File: src/rtl/imm_gen_pipe_pkg.sv
// Shared opcode and immediate-format definitions for the RV32I/RV64I
// immediate generator.
package imm_gen_pipe_pkg;

  localparam logic [6:0] LUI       = 7'b0110111;
  localparam logic [6:0] AUIPC     = 7'b0010111;
  localparam logic [6:0] JAL       = 7'b1101111;
  localparam logic [6:0] JALR      = 7'b1100111;
  localparam logic [6:0] B_TYPE    = 7'b1100011;
  localparam logic [6:0] I_TYPE    = 7'b0000011;
  localparam logic [6:0] S_TYPE    = 7'b0100011;
  localparam logic [6:0] R_IMM     = 7'b0010011;
  localparam logic [6:0] R_TYPE    = 7'b0110011;
  localparam logic [6:0] SYSTEM    = 7'b1110011;
  localparam logic [6:0] OP_IMM_32 = 7'b0011011;
  localparam logic [6:0] OP_32     = 7'b0111011;

  typedef enum logic [2:0] {
    FMT_NONE  = 3'd0,
    FMT_I     = 3'd1,
    FMT_S     = 3'd2,
    FMT_B     = 3'd3,
    FMT_U     = 3'd4,
    FMT_J     = 3'd5,
    FMT_SHAMT = 3'd6
  } imm_fmt_e;

endpackage

File: src/rtl/imm_gen_pipe_decode.sv
// Combinational instruction -> {immediate, format, illegal} decoder.
// Illegal encodings always report FMT_NONE with a zero immediate.
module imm_decode_comb
  import imm_gen_pipe_pkg::*;
#(
  parameter int XLEN = 32
) (
  input  logic [31:0]     i_instr,
  output logic [XLEN-1:0] o_imm,
  output logic [2:0]      o_fmt,
  output logic            o_illegal
);

  logic [6:0] w_opcode;
  logic       w_is_shift;
  logic [5:0] w_shamt;
  imm_fmt_e   w_fmt;

  assign w_opcode   = i_instr[6:0];
  assign w_is_shift = (i_instr[13:12] == 2'b01);
  assign w_shamt    = (XLEN == 64) ? i_instr[25:20] : {1'b0, i_instr[24:20]};
  assign o_fmt      = w_fmt;

  function automatic logic [XLEN-1:0] sext(input logic [31:0] v);
    return XLEN'($signed(v));
  endfunction

  always_comb begin
    o_imm     = '0;
    w_fmt     = FMT_NONE;
    o_illegal = 1'b0;
    if (i_instr[1:0] != 2'b11) begin
      o_illegal = 1'b1;
    end else begin
      case (w_opcode)
        LUI, AUIPC: begin
          w_fmt = FMT_U;
          o_imm = sext({i_instr[31:12], 12'b0});
        end
        JAL: begin
          w_fmt = FMT_J;
          o_imm = sext({{11{i_instr[31]}}, i_instr[31], i_instr[19:12],
                        i_instr[20], i_instr[30:21], 1'b0});
        end
        JALR, I_TYPE, SYSTEM: begin
          w_fmt = FMT_I;
          o_imm = sext({{20{i_instr[31]}}, i_instr[31:20]});
        end
        B_TYPE: begin
          w_fmt = FMT_B;
          o_imm = sext({{19{i_instr[31]}}, i_instr[31], i_instr[7],
                        i_instr[30:25], i_instr[11:8], 1'b0});
        end
        S_TYPE: begin
          w_fmt = FMT_S;
          o_imm = sext({{20{i_instr[31]}}, i_instr[31:25], i_instr[11:7]});
        end
        R_IMM: begin
          if (w_is_shift) begin
            // RV32 has only a 5-bit shamt, so bit 25 must be clear
            if (XLEN == 32 && i_instr[25]) begin
              o_illegal = 1'b1;
            end else begin
              w_fmt = FMT_SHAMT;
              o_imm = XLEN'(w_shamt);
            end
          end else begin
            w_fmt = FMT_I;
            o_imm = sext({{20{i_instr[31]}}, i_instr[31:20]});
          end
        end
        R_TYPE: w_fmt = FMT_NONE;
        OP_IMM_32: begin
          if (XLEN != 64) begin
            o_illegal = 1'b1;
          end else if (w_is_shift) begin
            if (i_instr[25]) begin
              o_illegal = 1'b1;
            end else begin
              w_fmt = FMT_SHAMT;
              o_imm = XLEN'(i_instr[24:20]);
            end
          end else begin
            w_fmt = FMT_I;
            o_imm = sext({{20{i_instr[31]}}, i_instr[31:20]});
          end
        end
        OP_32: begin
          if (XLEN != 64) o_illegal = 1'b1;
        end
        default: o_illegal = 1'b1;
      endcase
    end
  end

endmodule

File: src/rtl/imm_gen_pipe.sv
// Immediate generator with a registered output stage and a one-entry skid
// register so that in_ready comes straight from a flop.
module imm_gen_pipe
  import imm_gen_pipe_pkg::*;
#(
  parameter int XLEN  = 32,
  parameter int TAG_W = 8
) (
  input  logic             clk,
  input  logic             rst,
  input  logic             flush,
  input  logic             in_valid,
  output logic             in_ready,
  input  logic [31:0]      in_instr,
  input  logic [TAG_W-1:0] in_tag,
  output logic             out_valid,
  input  logic             out_ready,
  output logic [XLEN-1:0]  out_imm,
  output logic [2:0]       out_fmt,
  output logic             out_illegal,
  output logic [TAG_W-1:0] out_tag
);

  logic [XLEN-1:0]  w_imm;
  logic [2:0]       w_fmt;
  logic             w_illegal;
  logic             w_accept;
  logic             w_emit;

  logic             r_out_valid;
  logic [XLEN-1:0]  r_out_imm;
  logic [2:0]       r_out_fmt;
  logic             r_out_illegal;
  logic [TAG_W-1:0] r_out_tag;

  logic             r_skid_valid;
  logic [XLEN-1:0]  r_skid_imm;
  logic [2:0]       r_skid_fmt;
  logic             r_skid_illegal;
  logic [TAG_W-1:0] r_skid_tag;

  imm_decode_comb #(.XLEN(XLEN)) u_decode (
    .i_instr   (in_instr),
    .o_imm     (w_imm),
    .o_fmt     (w_fmt),
    .o_illegal (w_illegal)
  );

  assign in_ready    = ~r_skid_valid;
  assign w_accept    = in_valid & in_ready;
  assign w_emit      = r_out_valid & out_ready;

  assign out_valid   = r_out_valid;
  assign out_imm     = r_out_imm;
  assign out_fmt     = r_out_fmt;
  assign out_illegal = r_out_illegal;
  assign out_tag     = r_out_tag;

  always_ff @(posedge clk or posedge rst) begin
    if (rst) begin
      r_out_valid    <= 1'b0;
      r_out_imm      <= '0;
      r_out_fmt      <= FMT_NONE;
      r_out_illegal  <= 1'b0;
      r_out_tag      <= '0;
      r_skid_valid   <= 1'b0;
      r_skid_imm     <= '0;
      r_skid_fmt     <= FMT_NONE;
      r_skid_illegal <= 1'b0;
      r_skid_tag     <= '0;
    end else if (flush) begin
      r_out_valid  <= 1'b0;
      r_skid_valid <= 1'b0;
    end else if (w_emit && r_skid_valid) begin
      // in_ready is low here, so no new instruction competes for OUT
      r_out_valid   <= 1'b1;
      r_out_imm     <= r_skid_imm;
      r_out_fmt     <= r_skid_fmt;
      r_out_illegal <= r_skid_illegal;
      r_out_tag     <= r_skid_tag;
      r_skid_valid  <= 1'b0;
    end else if (w_emit || !r_out_valid) begin
      r_out_valid <= w_accept;
      if (w_accept) begin
        r_out_imm     <= w_imm;
        r_out_fmt     <= w_fmt;
        r_out_illegal <= w_illegal;
        r_out_tag     <= in_tag;
      end
    end else if (w_accept) begin
      r_skid_valid   <= 1'b1;
      r_skid_imm     <= w_imm;
      r_skid_fmt     <= w_fmt;
      r_skid_illegal <= w_illegal;
      r_skid_tag     <= in_tag;
    end
  end

endmodule

File: config.mk
export PLATFORM = sky130hd
export DESIGN_NAME = imm_gen_pipe
export DESIGN_NICKNAME = d
export VERILOG_FILES = /design/src/rtl/imm_gen_pipe_pkg.sv /design/src/rtl/imm_gen_pipe_decode.sv /design/src/rtl/imm_gen_pipe.sv
export SDC_FILE = /design/constraint.sdc
export NUM_CORES = 1
export LEC_CHECK = 0
export ABC_AREA = 1
export CORE_ASPECT_RATIO = 2
export CORE_MARGIN = 1
export CORE_UTILIZATION = 45
export CTS_BUF_LIST = sky130_fd_sc_hd__clkbuf_8
export DETAILED_ROUTE_END_ITERATION = 8
export PLACE_DENSITY_LB_ADDON = 0.1
export SLEW_MARGIN = 30
export SYNTH_ARGS = -nofsm -noshare
export SYNTH_HDL_FRONTEND = slang
export SYNTH_SLANG_ARGS = --single-unit
export TNS_END_PERCENT = 20
File: constraint.sdc
create_clock -name clk -period 6.49 [get_ports clk]
set_input_delay 1.6225 -clock clk [delete_from_list [all_inputs] [get_ports clk]]
set_output_delay 1.6225 -clock clk [all_outputs]
set_load 0.1 [all_outputs]
==> flow_summary.yaml, run 1 <==
final_layout:
  final_cells: 882
  areaGrowthSynthToFinish_pct: 23.3
  final_common_cell: "nand2_1"
  n_antenna_cell: 0
  drive_above_1_share_pct: 4.16
  nets: 785
  final_cell_mix: "nand2_1, clkdlybuf4s50_1, dfrtp_1"
drt:
  first_pass_iters: 5
  drc: 0
  ant_nets: 0
  via_count: 4649
  wire_per_inst_um: 14.5
  routed_via_density: 5.27
  wl_um: 12700
  initialDrtViolationCount: 323
placed_design:
  place_hpwl_um: 8630
  placed_cells: 866
  dp_slack_ps: 2110
  place.port_buffers: 90
  place_congestion: 0.928
worst_hold_path:
  hold_end: "r_skid_tag[3]"
  hold_class: "register to register"
  holdCritStartpoint: "r_skid_tag[3]"
  min_path_cells: 2
status:
  status: "completed"
worst_setup_path:
  crit_slowest_cell: "clkinv_1"
  cp.required_ps: 6730
  critPathKind: "input port to register"
  crit_top_cell: "nand3_2"
  reg2reg_depth: 7
  cpLargestDelayFamily: "buffers and inverters"
  worstPathCellList: "clkdlybuf4s50_1 > nand3_2 > buf_4 > nand2_1 > nand3_2 > clkinv_1 > nor2_1 > a21oi_1"
  start_kind: "input port"
  end_kind: "register"
  reg2reg_slack_ps: 3760
  cp-startpoint: "out_ready"
  critPathBufInv: 3
  critical-path-max-stage-delay_ps: 620
  reg2reg_from: "out_valid"
  timing.rr.end: "out_imm[0]"
  critPathArrivalTime_ps: 4270
  path_max_fanout: 52
die:
  core-area_um2: 10500
  fp.dieW_um: 75.3
  io_pins: 91
  die-area_um2: 11200
  fp-row-count: 53
  die_y_um: 149
  start_util_pct: 46.2
yosys:
  synth_cells: 671
  yosysWarnings: 0
  syn_area_um2: 4840
  syn-num-nets: 716
  ys_ff_latch: 90
  avgSynthCellArea_um2: 7.21
  synth_cell_types: 26
  ys_seq_area_share_pct: 46.6
timing:
  final_max_slew_viol_count: 0
  fin_ws_ps: 2460
  skew_ps: 11.5
  maxSlewHeadroom_pct: 32.9
  setup_viol: 0
  rsz0062_at_grt: "false"
  finalCritPeriodShare_pct: 62.1
  hold_viol: 0
  period_needed_ps: 4030
  worstMarginPinSlew_ps: 1000
  fmax_ghz: 0.248
  timing.hold.ws_ps: 482
  tns_ps: 0
cts:
  numClockSinks: 90
  clock-root-buffer: "clkbuf_8"
  clk_latency_ps: 370
  cts_buffers: 9
  clkTransAtPathRegs_ps: 100
  cts_tree: "yes"
  cts_max_path_buffers: 2
  cts_resized: 0
  cts_hold_buf: 0
  htreeDepth: 3
  cts_setup_buffers: 0
global_route:
  antenna_found_initial: 0
  grt_pass1_vias: 4465
  use_met3_pct: 4.61
  top_usage_layer: "met2"
  met1_usage_pct: 31.2
  grt_max_degree: 63
  grt_overflow_total: 0
  grtUsageTotal_pct: 25.1
  grt_pass1_wl_um: 21500
  grt_use_met2_pct: 42.5
flow_run:
  max_cap_viol_count: 0
power:
  p_leak_nw: 3.11
  p_total_mw: 1.53
  power.density_nw_per_um2: 256
  irDropWorstVdd_uv: 155
-- cell usage after synthesis --
cell        n  share of area (%)
a211oi_1    1               0.16
a21oi_1    31                3.2
a31oi_1    15                1.9
buf_2       9               0.93
buf_4       4               0.62
buf_6       4               0.93
clkbuf_1   20                1.6
clkinv_1    1              0.078
dfrtp_1    90                 47
inv_1      71                5.5
inv_2       1              0.078
nand2_1   230                 18
nand2_2     1               0.13
nand3_1    62                6.4
nand3_2     1               0.21
nand4_1    28                3.6
nor2_1     44                3.4
nor2_2      1               0.13
nor3_1      1               0.10
nor3_2      1               0.21
nor3b_1     1               0.16
o21ai_0    42                4.3
o21ai_1     4               0.41
o21bai_1    6               0.93
o21bai_4    1               0.39
o22ai_1     1               0.13
-- routing by layer --
layer | vias to the layer above | wire length [µm] | part of all wire [%]
li1 | 2295 | - | -
met1 | 2201 | 5220 | 41
met2 | 136 | 6650 | 52
met3 | 17 | 616 | 4.8
met4 | 0 | 264 | 2.1
met5 | - | 0 | 0
-- layout make-up --
class                           count  area (µm²)
Clock buffer                        9         124
Clock inverter                      7        70.1
Fill cell                        1074        4510
Inverter                           73         275
Multi-Input combinational cell    471        2130
Sequential cell                    90        2250
Tap cell                          137         171
Timing Repair Buffer               95         938
-- worst register-to-register path: cells and delay by family (launching register included) --
family | cells | cell delay [ps]
AND/OR/NAND/NOR | 4 | 1040
AO/OA/AOI/OAI | 1 | 70
flip-flops | 1 | 410
buffers and inverters | 2 | 1110
-- how the worst max path moves through the flow --
stage	endpoint	slack (ps)	depth (start not counted)
after global routing	out_imm[0]	2230	8
after floorplan	out_fmt[0]	2530	1
after CTS	out_imm[0]	2490	8
final	out_imm[0]	2460	8
after global placement	out_tag[4]	2150	8
after detailed placement	out_imm[0]	2110	8
-- metrics by stage --
stage / utilization (%) / area [µm²]
final: 56.9 / 5960
after global routing: 56.9 / 5960
after CTS: 56.9 / 5960
after detailed placement: 55.1 / 5770
after global placement: 55.1 / 5770
after floorplan: - / 4840
-- cell families (layout without fill, tap and decap cells) --
kind of cell,after synthesis,in the layout,share of synthesized area (%)
buffers and inverters,110,184,9.70
AO/OA/AOI/OAI,101,101,11.5
flip-flops,90,90,46.6
AND/OR/NAND/NOR,370,370,32.2
-- power by group --
| group | leakage (nW) | total, mW | internal (mW) | switching, mW |
|---|---|---|---|---|
| combinational | 1.85 | 0.437 | 0.123 | 0.314 |
| sequential | 1.16 | 0.700 | 0.658 | 0.0415 |
| clock | 0.0931 | 0.390 | 0.177 | 0.213 |
-- sequential cells by signal, summed over array words and instances (netlist names) --
name            cells
out_fmt             3
out_illegal         1
out_imm            32
out_tag             8
out_valid           1
r_skid_fmt          3
r_skid_illegal      1
r_skid_imm         32
r_skid_tag          8
r_skid_valid        1
Power figures use the tool's default switching activity.
==> run 2: changes to the inputs <==
- clock period: 6.49 -> 4.2 ns (I/O delays scaled with it)
==> flow_summary.yaml, run 2 (synthesis results as in run 1) <==
die:
  io_pins: 91
  fp.dieW_um: 75.3
  fp-row-count: 53
  die-area_um2: 11200
  core-area_um2: 10500
  start_util_pct: 46.2
  die_y_um: 149
global_route:
  grt_overflow_total: 0
  antenna_found_initial: 0
  grt_pass1_vias: 4495
  grtUsageTotal_pct: 24.2
  grt_pass1_wl_um: 20800
  grt_max_degree: 54
timing:
  fin_ws_ps: 970
  finalCritPeriodShare_pct: 76.9
  timing.hold.ws_ps: 484
  hold_viol: 0
  tns_ps: 0
  worstMarginPinSlew_ps: 1010
  rsz0062_at_grt: "false"
  setup_viol: 0
  fmax_ghz: 0.310
  maxSlewHeadroom_pct: 32.5
  period_needed_ps: 3230
  skew_ps: 16.6
  final_max_slew_viol_count: 0
final_layout:
  nets: 788
  finalInstanceArea_um2: 6030
  drive_above_1_share_pct: 4.55
  fillers: 1061
  seq_area_um2: 2250
  final_common_cell: "nand2_1"
  areaGrowthSynthToFinish_pct: 24.6
  final_cells: 885
  final_cell_mix: "nand2_1, clkdlybuf4s50_1, dfrtp_1"
  utilization_pct: 57.5
  multi_input_area_um2: 2130
  n_antenna_cell: 0
worst_setup_path:
  end_kind: "register"
  path_max_fanout: 40
  cp.required_ps: 4490
  critPathKind: "input port to register"
  start_kind: "input port"
  critPathArrivalTime_ps: 3520
placed_design:
  place_congestion: 0.950
  placed_area_um2: 5820
  dp_slack_ps: 620
  place_hpwl_um: 8970
  place.port_buffers: 90
  placed_cells: 869
power:
  p_int_mw: 1.49
  combinationalPowerShare_pct: 28.4
  clkPwrFrac_pct: 26.4
  irDropWorstVdd_uv: 228
  p_seq_share_pct: 45.1
  p_total_mw: 2.39
  switching_share_pct: 37.6
  power.density_nw_per_um2: 397
  p_leak_nw: 3.14
  p_sw_mw: 0.899
cts:
  clkTransAtPathRegs_ps: 100
  cts_buffers: 9
  clock-root-buffer: "clkbuf_8"
  numClockSinks: 90
  cts_hold_buf: 0
  cts_resized: 0
  cts_setup_buffers: 0
  clk_latency_ps: 370
  htreeDepth: 3
  cts_max_path_buffers: 2
  cts_tree: "yes"
drt:
  wl_um: 12700
  wire_per_inst_um: 14.4
  first_pass_iters: 5
  drc: 0
  via_count: 4646
  ant_nets: 0
  initialDrtViolationCount: 312
  routed_via_density: 5.25
flow_run:
  max_cap_viol_count: 0
status:
  status: "completed"
worst_hold_path:
  hold_class: "register to register"
## run 2: cell types whose count changed in the layout (fill, tap and decap cells not counted), sizes merged
cell,delta
buf,+3
clkinv,+1
clkinvlp,-2
inv,+1
## run 2: per-layer routing
metal	wire length [µm]	part of all wire (%)	GRT usage (%)
met1	5210	41	28.6
met2	6580	52	42.4
met3	543	4.3	3.18
met4	402	3.2	10.8
met5	0	0	0
## run 2: power by group through the flow
stage	clock network (mW)	registers (mW)	logic, mW
global route	0.671	1.10	0.735
finish	0.633	1.08	0.680
CTS	0.643	1.08	0.685
floorplan	0	1.36	0.218
detailed placement	0	1.10	0.683
global placement	0	1.09	0.670
## run 2: final cells by class
| cell class | count | share of cell area [%] |
|---|---|---|
| flip-flops and latches | 90 | 37.4 |
| multi-input cells | 471 | 35.4 |
| repair buffers | 98 | 16.4 |
| inverters | 73 | 4.57 |
| well taps | 137 | 2.84 |
| clock buffers | 9 | 2.06 |
| clock inverters | 7 | 1.41 |
## run 2: worst paths after layout
path	end	depth (start not counted)	startpoint	slack (ps)
max in group asynchronous	r_skid_imm[10]	3	rst	2370
min reg2reg	out_imm[18]	2	out_imm[18]	480
max reg2reg	out_tag[7]	7	out_valid	2250
min in group asynchronous	out_imm[24]	2	rst	1090
min	out_imm[18]	2	out_imm[18]	480
max	r_skid_imm[27]	11	in_instr[2]	970
## run 2: worst max-delay path, stage by stage
cell and delay (ps):
clkdlybuf4s50_1 440, inv_1 100, nand2_1 50, nor2_1 570, nand3_1 380, o21ai_0 250, inv_1 50, buf_4 250
nand3_1 180, nand2_1 70, o21ai_1 110
